`src/rtl/ignition_scheduler.sv`:
```
// ignition_scheduler: round-robin sequencer for several igniter channels that
// share one capacitor charger and one blaster fire path. Each grant walks
// charge -> relay settle -> fire window -> relay release. Per-channel sticky
// done/failed flags are kept for display and telemetry.
module ignition_scheduler #(
  parameter int          NCH         = 4,
  parameter logic [15:0] GAP_CYCLES  = 16'd480,
  parameter logic [15:0] BURN_CYCLES = 16'd48000
) (
  input  logic                   clk,
  input  logic                   reset_n,
  input  logic [NCH-1:0]         req,
  input  logic                   arm,
  input  logic                   charge_ok,
  input  logic                   fire_done,
  input  logic                   fault,
  input  logic                   clear,
  output logic                   charge_req,
  output logic [NCH-1:0]         sel,
  output logic                   fire,
  output logic [$clog2(NCH)-1:0] grant_id,
  output logic [NCH-1:0]         done,
  output logic [NCH-1:0]         failed,
  output logic                   busy,
  output logic                   faulted
);

  localparam int IDW = $clog2(NCH);

  typedef enum logic [2:0] {
    ST_IDLE    = 3'd0,
    ST_CHARGE  = 3'd1,
    ST_SELECT  = 3'd2,
    ST_FIRE    = 3'd3,
    ST_RELEASE = 3'd4,
    ST_FAULT   = 3'd5
  } state_t;

  state_t           state_reg, state_next;
  logic [IDW-1:0]   ptr_reg, ptr_next;
  logic [IDW-1:0]   grant_id_reg, grant_id_next;
  logic [15:0]      cnt_reg, cnt_next;
  logic             charge_req_reg, charge_req_next;
  logic [NCH-1:0]   sel_reg, sel_next;
  logic             fire_reg, fire_next;
  logic [NCH-1:0]   done_reg, done_next;
  logic [NCH-1:0]   failed_reg, failed_next;
  logic             busy_reg, busy_next;
  logic             faulted_reg, faulted_next;

  // Channels still waiting for service: requested and not yet finished.
  logic [NCH-1:0]   pending;
  logic [IDW-1:0]   cand_idx [NCH];
  logic [NCH-1:0]   cand_hit;
  logic [NCH-1:0]   sel_onehot;
  logic             found;
  logic [IDW-1:0]   pick;

  assign pending = req & ~done_reg & ~failed_reg;

  // Candidate gi is the channel gi steps after the pointer (cyclic), and the
  // one-hot relay pattern for the currently granted channel.
  genvar gi;
  generate
    for (gi = 0; gi < NCH; gi++) begin : g_cand
      logic [IDW:0] sum;
      assign sum           = {1'b0, ptr_reg} + (IDW+1)'(gi);
      assign cand_idx[gi]  = (sum >= (IDW+1)'(NCH)) ? IDW'(sum - (IDW+1)'(NCH))
                                                    : sum[IDW-1:0];
      assign cand_hit[gi]  = pending[cand_idx[gi]];
      assign sel_onehot[gi] = (grant_id_reg == IDW'(gi));
    end
  endgenerate

  // Pick the pending candidate closest to the pointer (lowest offset wins).
  always_comb begin
    found = 1'b0;
    pick  = '0;
    for (int i = NCH - 1; i >= 0; i--) begin
      if (cand_hit[i]) begin
        found = 1'b1;
        pick  = cand_idx[i];
      end
    end
  end

  // Next-state and registered-output logic for the service sequence.
  always_comb begin
    state_next      = state_reg;
    ptr_next        = ptr_reg;
    grant_id_next   = grant_id_reg;
    cnt_next        = cnt_reg;
    charge_req_next = charge_req_reg;
    sel_next        = sel_reg;
    fire_next       = fire_reg;
    done_next       = done_reg;
    failed_next     = failed_reg;

    case (state_reg)
      ST_IDLE: begin
        if (clear) begin
          done_next   = '0;
          failed_next = '0;
        end else if (arm && found) begin
          grant_id_next   = pick;
          charge_req_next = 1'b1;
          state_next      = ST_CHARGE;
        end
      end

      ST_CHARGE: begin
        if (!arm) begin
          charge_req_next = 1'b0;
          fire_next       = 1'b0;
          cnt_next        = GAP_CYCLES - 16'd1;
          state_next      = ST_RELEASE;
        end else if (charge_ok) begin
          sel_next   = sel_onehot;
          cnt_next   = GAP_CYCLES - 16'd1;
          state_next = ST_SELECT;
        end
      end

      ST_SELECT: begin
        if (!arm) begin
          charge_req_next = 1'b0;
          fire_next       = 1'b0;
          cnt_next        = GAP_CYCLES - 16'd1;
          state_next      = ST_RELEASE;
        end else if (cnt_reg == 16'd0) begin
          charge_req_next = 1'b0;
          fire_next       = 1'b1;
          cnt_next        = BURN_CYCLES - 16'd1;
          state_next      = ST_FIRE;
        end else begin
          cnt_next = cnt_reg - 16'd1;
        end
      end

      ST_FIRE: begin
        if (fault) begin
          // Over-current: drop everything at once, no relay dwell.
          charge_req_next = 1'b0;
          sel_next        = '0;
          fire_next       = 1'b0;
          state_next      = ST_FAULT;
        end else if (!arm || fire_done || cnt_reg == 16'd0) begin
          if (arm && fire_done) begin
            done_next = done_reg | sel_onehot;
          end else if (arm) begin
            failed_next = failed_reg | sel_onehot;
          end
          charge_req_next = 1'b0;
          fire_next       = 1'b0;
          cnt_next        = GAP_CYCLES - 16'd1;
          state_next      = ST_RELEASE;
        end else begin
          cnt_next = cnt_reg - 16'd1;
        end
      end

      ST_RELEASE: begin
        if (cnt_reg == 16'd0) begin
          sel_next   = '0;
          ptr_next   = (grant_id_reg == IDW'(NCH - 1)) ? '0 : grant_id_reg + 1'b1;
          state_next = ST_IDLE;
        end else begin
          cnt_next = cnt_reg - 16'd1;
        end
      end

      ST_FAULT: begin
        if (clear && !arm) begin
          done_next   = '0;
          failed_next = '0;
          state_next  = ST_IDLE;
        end
      end

      default: begin
        charge_req_next = 1'b0;
        sel_next        = '0;
        fire_next       = 1'b0;
        state_next      = ST_IDLE;
      end
    endcase
  end

  assign busy_next    = (state_next != ST_IDLE);
  assign faulted_next = (state_next == ST_FAULT);

  // State and output registers; reset drops every drive line immediately.
  always_ff @(posedge clk or negedge reset_n) begin
    if (!reset_n) begin
      state_reg      <= ST_IDLE;
      ptr_reg        <= '0;
      grant_id_reg   <= '0;
      cnt_reg        <= '0;
      charge_req_reg <= 1'b0;
      sel_reg        <= '0;
      fire_reg       <= 1'b0;
      done_reg       <= '0;
      failed_reg     <= '0;
      busy_reg       <= 1'b0;
      faulted_reg    <= 1'b0;
    end else begin
      state_reg      <= state_next;
      ptr_reg        <= ptr_next;
      grant_id_reg   <= grant_id_next;
      cnt_reg        <= cnt_next;
      charge_req_reg <= charge_req_next;
      sel_reg        <= sel_next;
      fire_reg       <= fire_next;
      done_reg       <= done_next;
      failed_reg     <= failed_next;
      busy_reg       <= busy_next;
      faulted_reg    <= faulted_next;
    end
  end

  assign charge_req = charge_req_reg;
  assign sel        = sel_reg;
  assign fire       = fire_reg;
  assign grant_id   = grant_id_reg;
  assign done       = done_reg;
  assign failed     = failed_reg;
  assign busy       = busy_reg;
  assign faulted    = faulted_reg;

endmodule

```
`config.mk`:
```
export PLATFORM = sky130hd
export DESIGN_NAME = ignition_scheduler
export DESIGN_NICKNAME = d
export VERILOG_FILES = /design/src/rtl/ignition_scheduler.sv
export SDC_FILE = /design/constraint.sdc
export NUM_CORES = 1
export LEC_CHECK = 0
export ABC_AREA = 1
export BUFFER_PORTS_ARGS = -buffer_cell sky130_fd_sc_hd__buf_2
export CORE_MARGIN = 2
export CORE_UTILIZATION = 59
export DETAILED_ROUTE_END_ITERATION = 10
export PLACE_DENSITY = 0.77
export SKIP_CTS_REPAIR_TIMING = 1
export SKIP_LAST_GASP = 1
export SLEW_MARGIN = 20
export SYNTH_ARGS = -nofsm -noshare
export SYNTH_HDL_FRONTEND = slang
export SYNTH_SLANG_ARGS = --single-unit
export TNS_END_PERCENT = 5
```
`constraint.sdc`:
```
create_clock -name clk -period 2.04 [get_ports clk]
set_input_delay 0 -clock clk [delete_from_list [all_inputs] [get_ports clk]]
set_output_delay 0 -clock clk [all_outputs]
set_load 0.01 [all_outputs]
```
==> summary.txt <==
Setup path
  • Bufs and invs on worst path: 1
  • Crit path depth: 9
  • WP data required: approximately 2300 ps
  • Crit path launch type: flip-flop
  • Max Fanout on Critical Path: 18
  • Slowest cell on crit path: dfrtp_1
  • Slowest stage delay, CP: 420 ps
  • CP endpoint kind: flip-flop
  • CP delay by family, top: simple AND/OR/NAND/NOR gates
  • CP most frequent cell: nand2_4
  • Critical Path AT: between 2000 and 2500 ps
  • Cells along the critical path: nor2_2 > nand2_4 > o21ai_2 > nor2_4 > inv_2 > nand2_4 > nor2_8 > nand3_2 > nand3_1
  • CP Class: reg2reg
  • Worst-case reg-to-reg path depth: 9

Logic synthesis
  • Syn nets: 375
  • Syn_area_per_cell: between 7 and 8 um^2
  • Sequential-to-total area share from yosys stat: between 30% and 40%
  • Primary FF master, synth: dfrtp_1
  • Synth area leaders: dfrtp_1, nand2_1, nand3_1
  • Yosys top cell by area: dfrtp_1
  • Netlist cell types: 37
  • Post-Synthesis Cells: between 300 and 400
  • Most common library cells after synthesis: nand2_1, nor2_1, inv_1
  • Most frequent cell after synthesis: nand2_1
  • Ys async rst share: 100%
  • Yosys warning total: 0
  • Post-synth top area share: a little under two fifths
  • Number of synthesized flops with an enable pin: 0
  • Synth Register Bits: 39
  • Cell area after synthesis: between 2000 and 3000 um^2

Clock network
  • TritonCTS clock tree: yes
  • Clk pin slew, worst setup/hold paths: 80 ps
  • Clock root buffer: clkbuf_8
  • Clock latency at the later pin of the worst-skew pair: a little under 300 ps
  • CTS Buf Count: 5
  • H-tree levels: 2
  • Max clock buf depth: 2
  • CTS Sinks: 39

STA
  • Worst-Margin Slew: 861 ps
  • Setup TNS: 0 ps
  • Slew Limit Fails: 0
  • Final Setup Violations: 0
  • Max-slew headroom: 42.6%
  • RSZ-0062 raised after global routing: false
  • Clock Skew: between 8 and 9 ps
  • Final worst-path cycle share: 89.8%
  • Final hold violations: 0
  • FMAX: around 0.55 GHz
  • Minimum clock period: between 1500 and 2000 ps

Cells and area
  • Share of layout cells above drive strength 1: 20.4%
  • Final instance area: between 2000 and 3000 um^2
  • # fillers: between 300 and 400
  • Largest register FFs: 16
  • Fin nets: 410
  • Synth-to-Final Area Change: 11.5%
  • Diode count: 0

Hold path
  • WHS Path Cells: 4
  • Hold WC Path Type: in2reg

Die
  • Starting density of the core: between 60% and 70%
  • Row cnt: 24
  • Total core area: 4350 um^2
  • Die area: ~5000 um^2
  • Die X: 71.0 um
  • Top Ports: 29
  • Height of the die: slightly above 70 um

Drt
  • Initial DRC Count: roughly 160
  • ANT nets after route: 0
  • DRC Markers: 0
  • DR vias: roughly 2500
  • Drt first pass iters: 4
  • Routed WL per cell: about 14 um
  • Via density: ~5.6
  • WL final: about 6000 um

Power and ir drop
  • Power density over cell area: between 1000 and 1500 nW/um^2
  • Pint: about 1.8 mW
  • Net Switching: approximately 1.6 mW
  • Pleak: 1.55 nW
  • Clock power frac: between 10% and 20%
  • Comb power frac: 49.9%
  • Worst VDD drop: around 0.95 mV
  • Sw Share: a little under half
  • Flop pwr share: a little under a third

Placement
  • Post-DP HPWL: 4690 um
  • Placed cell area: roughly 2800 um^2
  • IO buf count: 28
  • Final GP Congestion: approximately 0.95

GRT
  • Initial antenna violation count: 0
  • Total global-route track usage: 26.6%
  • Vias in the first global route: roughly 2300
  • Pin count of the biggest net entering global routing: 40
  • GR Overflow Total: 0
  • First-pass GRT wire length: about 11000 um

Status
  • Status: finished clean

Run
  • Maximum Capacitance Violations: 0
==> final cells by class <==
cell class | count | area (um^2) | area share (%)
multi-input combinational | 273 | 1480 | 50.2
sequential | 39 | 976 | 33.1
inverter | 44 | 165 | 5.59
timing repair buffer | 30 | 158 | 5.34
clock buffer | 5 | 68.8 | 2.33
tap | 52 | 65.1 | 2.20
clock inverter | 2 | 37.5 | 1.27
==> logic make-up after synthesis <==
group                      count (synthesis)  synth area share (%)
adders and majority gates                  6                  2.83
AOI/OAI and AO/OA                         45                  11.1
xor gates and xnor gates                   5                  1.65
buffers and inverters                     46                  7.18
DFF                                       39                  36.8
and+or+nand+nor                          217                  40.4
==> per-stage QoR <==
step                hold WS, ps  utilization (%)  setup slack, ps  cells  power (mW)
floorplan                  -296                -              447    358        2.39
global placement            160             65.1              216    437        2.73
detailed placement          167             65.1              219    437        2.76
CTS                        -160             67.6              205    444        3.40
global route                159             67.8             38.4    445        3.66
finish                      132             67.8              207    445        3.39
==> power groups by stage <==
stage	logic [mW]	clock network, mW	registers, mW
after floorplan	1.29	0	1.10
after global placement	1.66	0	1.07
after detailed placement	1.68	0	1.08
after CTS	1.69	0.645	1.06
after global routing	1.90	0.673	1.09
final	1.69	0.632	1.07
==> worst min-delay path: stages <==
cell and delay, ps:
buf_2 90, nor2_1 40, nand3_1 110, nand3_1 110
==> cells in the final DEF, fill, tap and decap left out, types with 2 or more instances in the layout <==
master and instances:
nand2_2 6, inv_1 40, nand2_1 98, nor2_2 4
nor3_1 5, nand4_1 3, nand2_4 2, dfrtp_1 39
nor3_2 2, xor2_1 3, xnor2_1 2, buf_2 28
nor2_8 2, ha_1 6, nand3_1 38, nor2_4 5
o21ai_0 16, o21ai_2 8, nand3_2 2, nor2_1 42
inv_2 4, clkbuf_8 5, nand3b_1 3, o21ai_1 7
a21oi_1 7
==> path summary, 6_finish.rpt <==
kind	start	endpoint	slack, ps
min in group asynchronous	reset_n	cnt_reg[3]	350
setup / recovery	state_reg[1]	cnt_reg[2]	210
hold / removal	fault	state_reg[1]	130
max in group asynchronous	reset_n	cnt_reg[7]	1140
setup reg to reg	state_reg[1]	cnt_reg[2]	210
hold reg to reg	sel[1]	sel[1]	490
==> routing by layer <==
layer	part of all wire (%)	vias up	global-route usage, %
li1	-	1228	-
met1	45	1171	34.9
met2	49	62	43.8
met3	4.6	12	4.70
met4	1.8	0	10.9
met5	0	-	0
No activity file was read; power rests on OpenSTA's default activity.
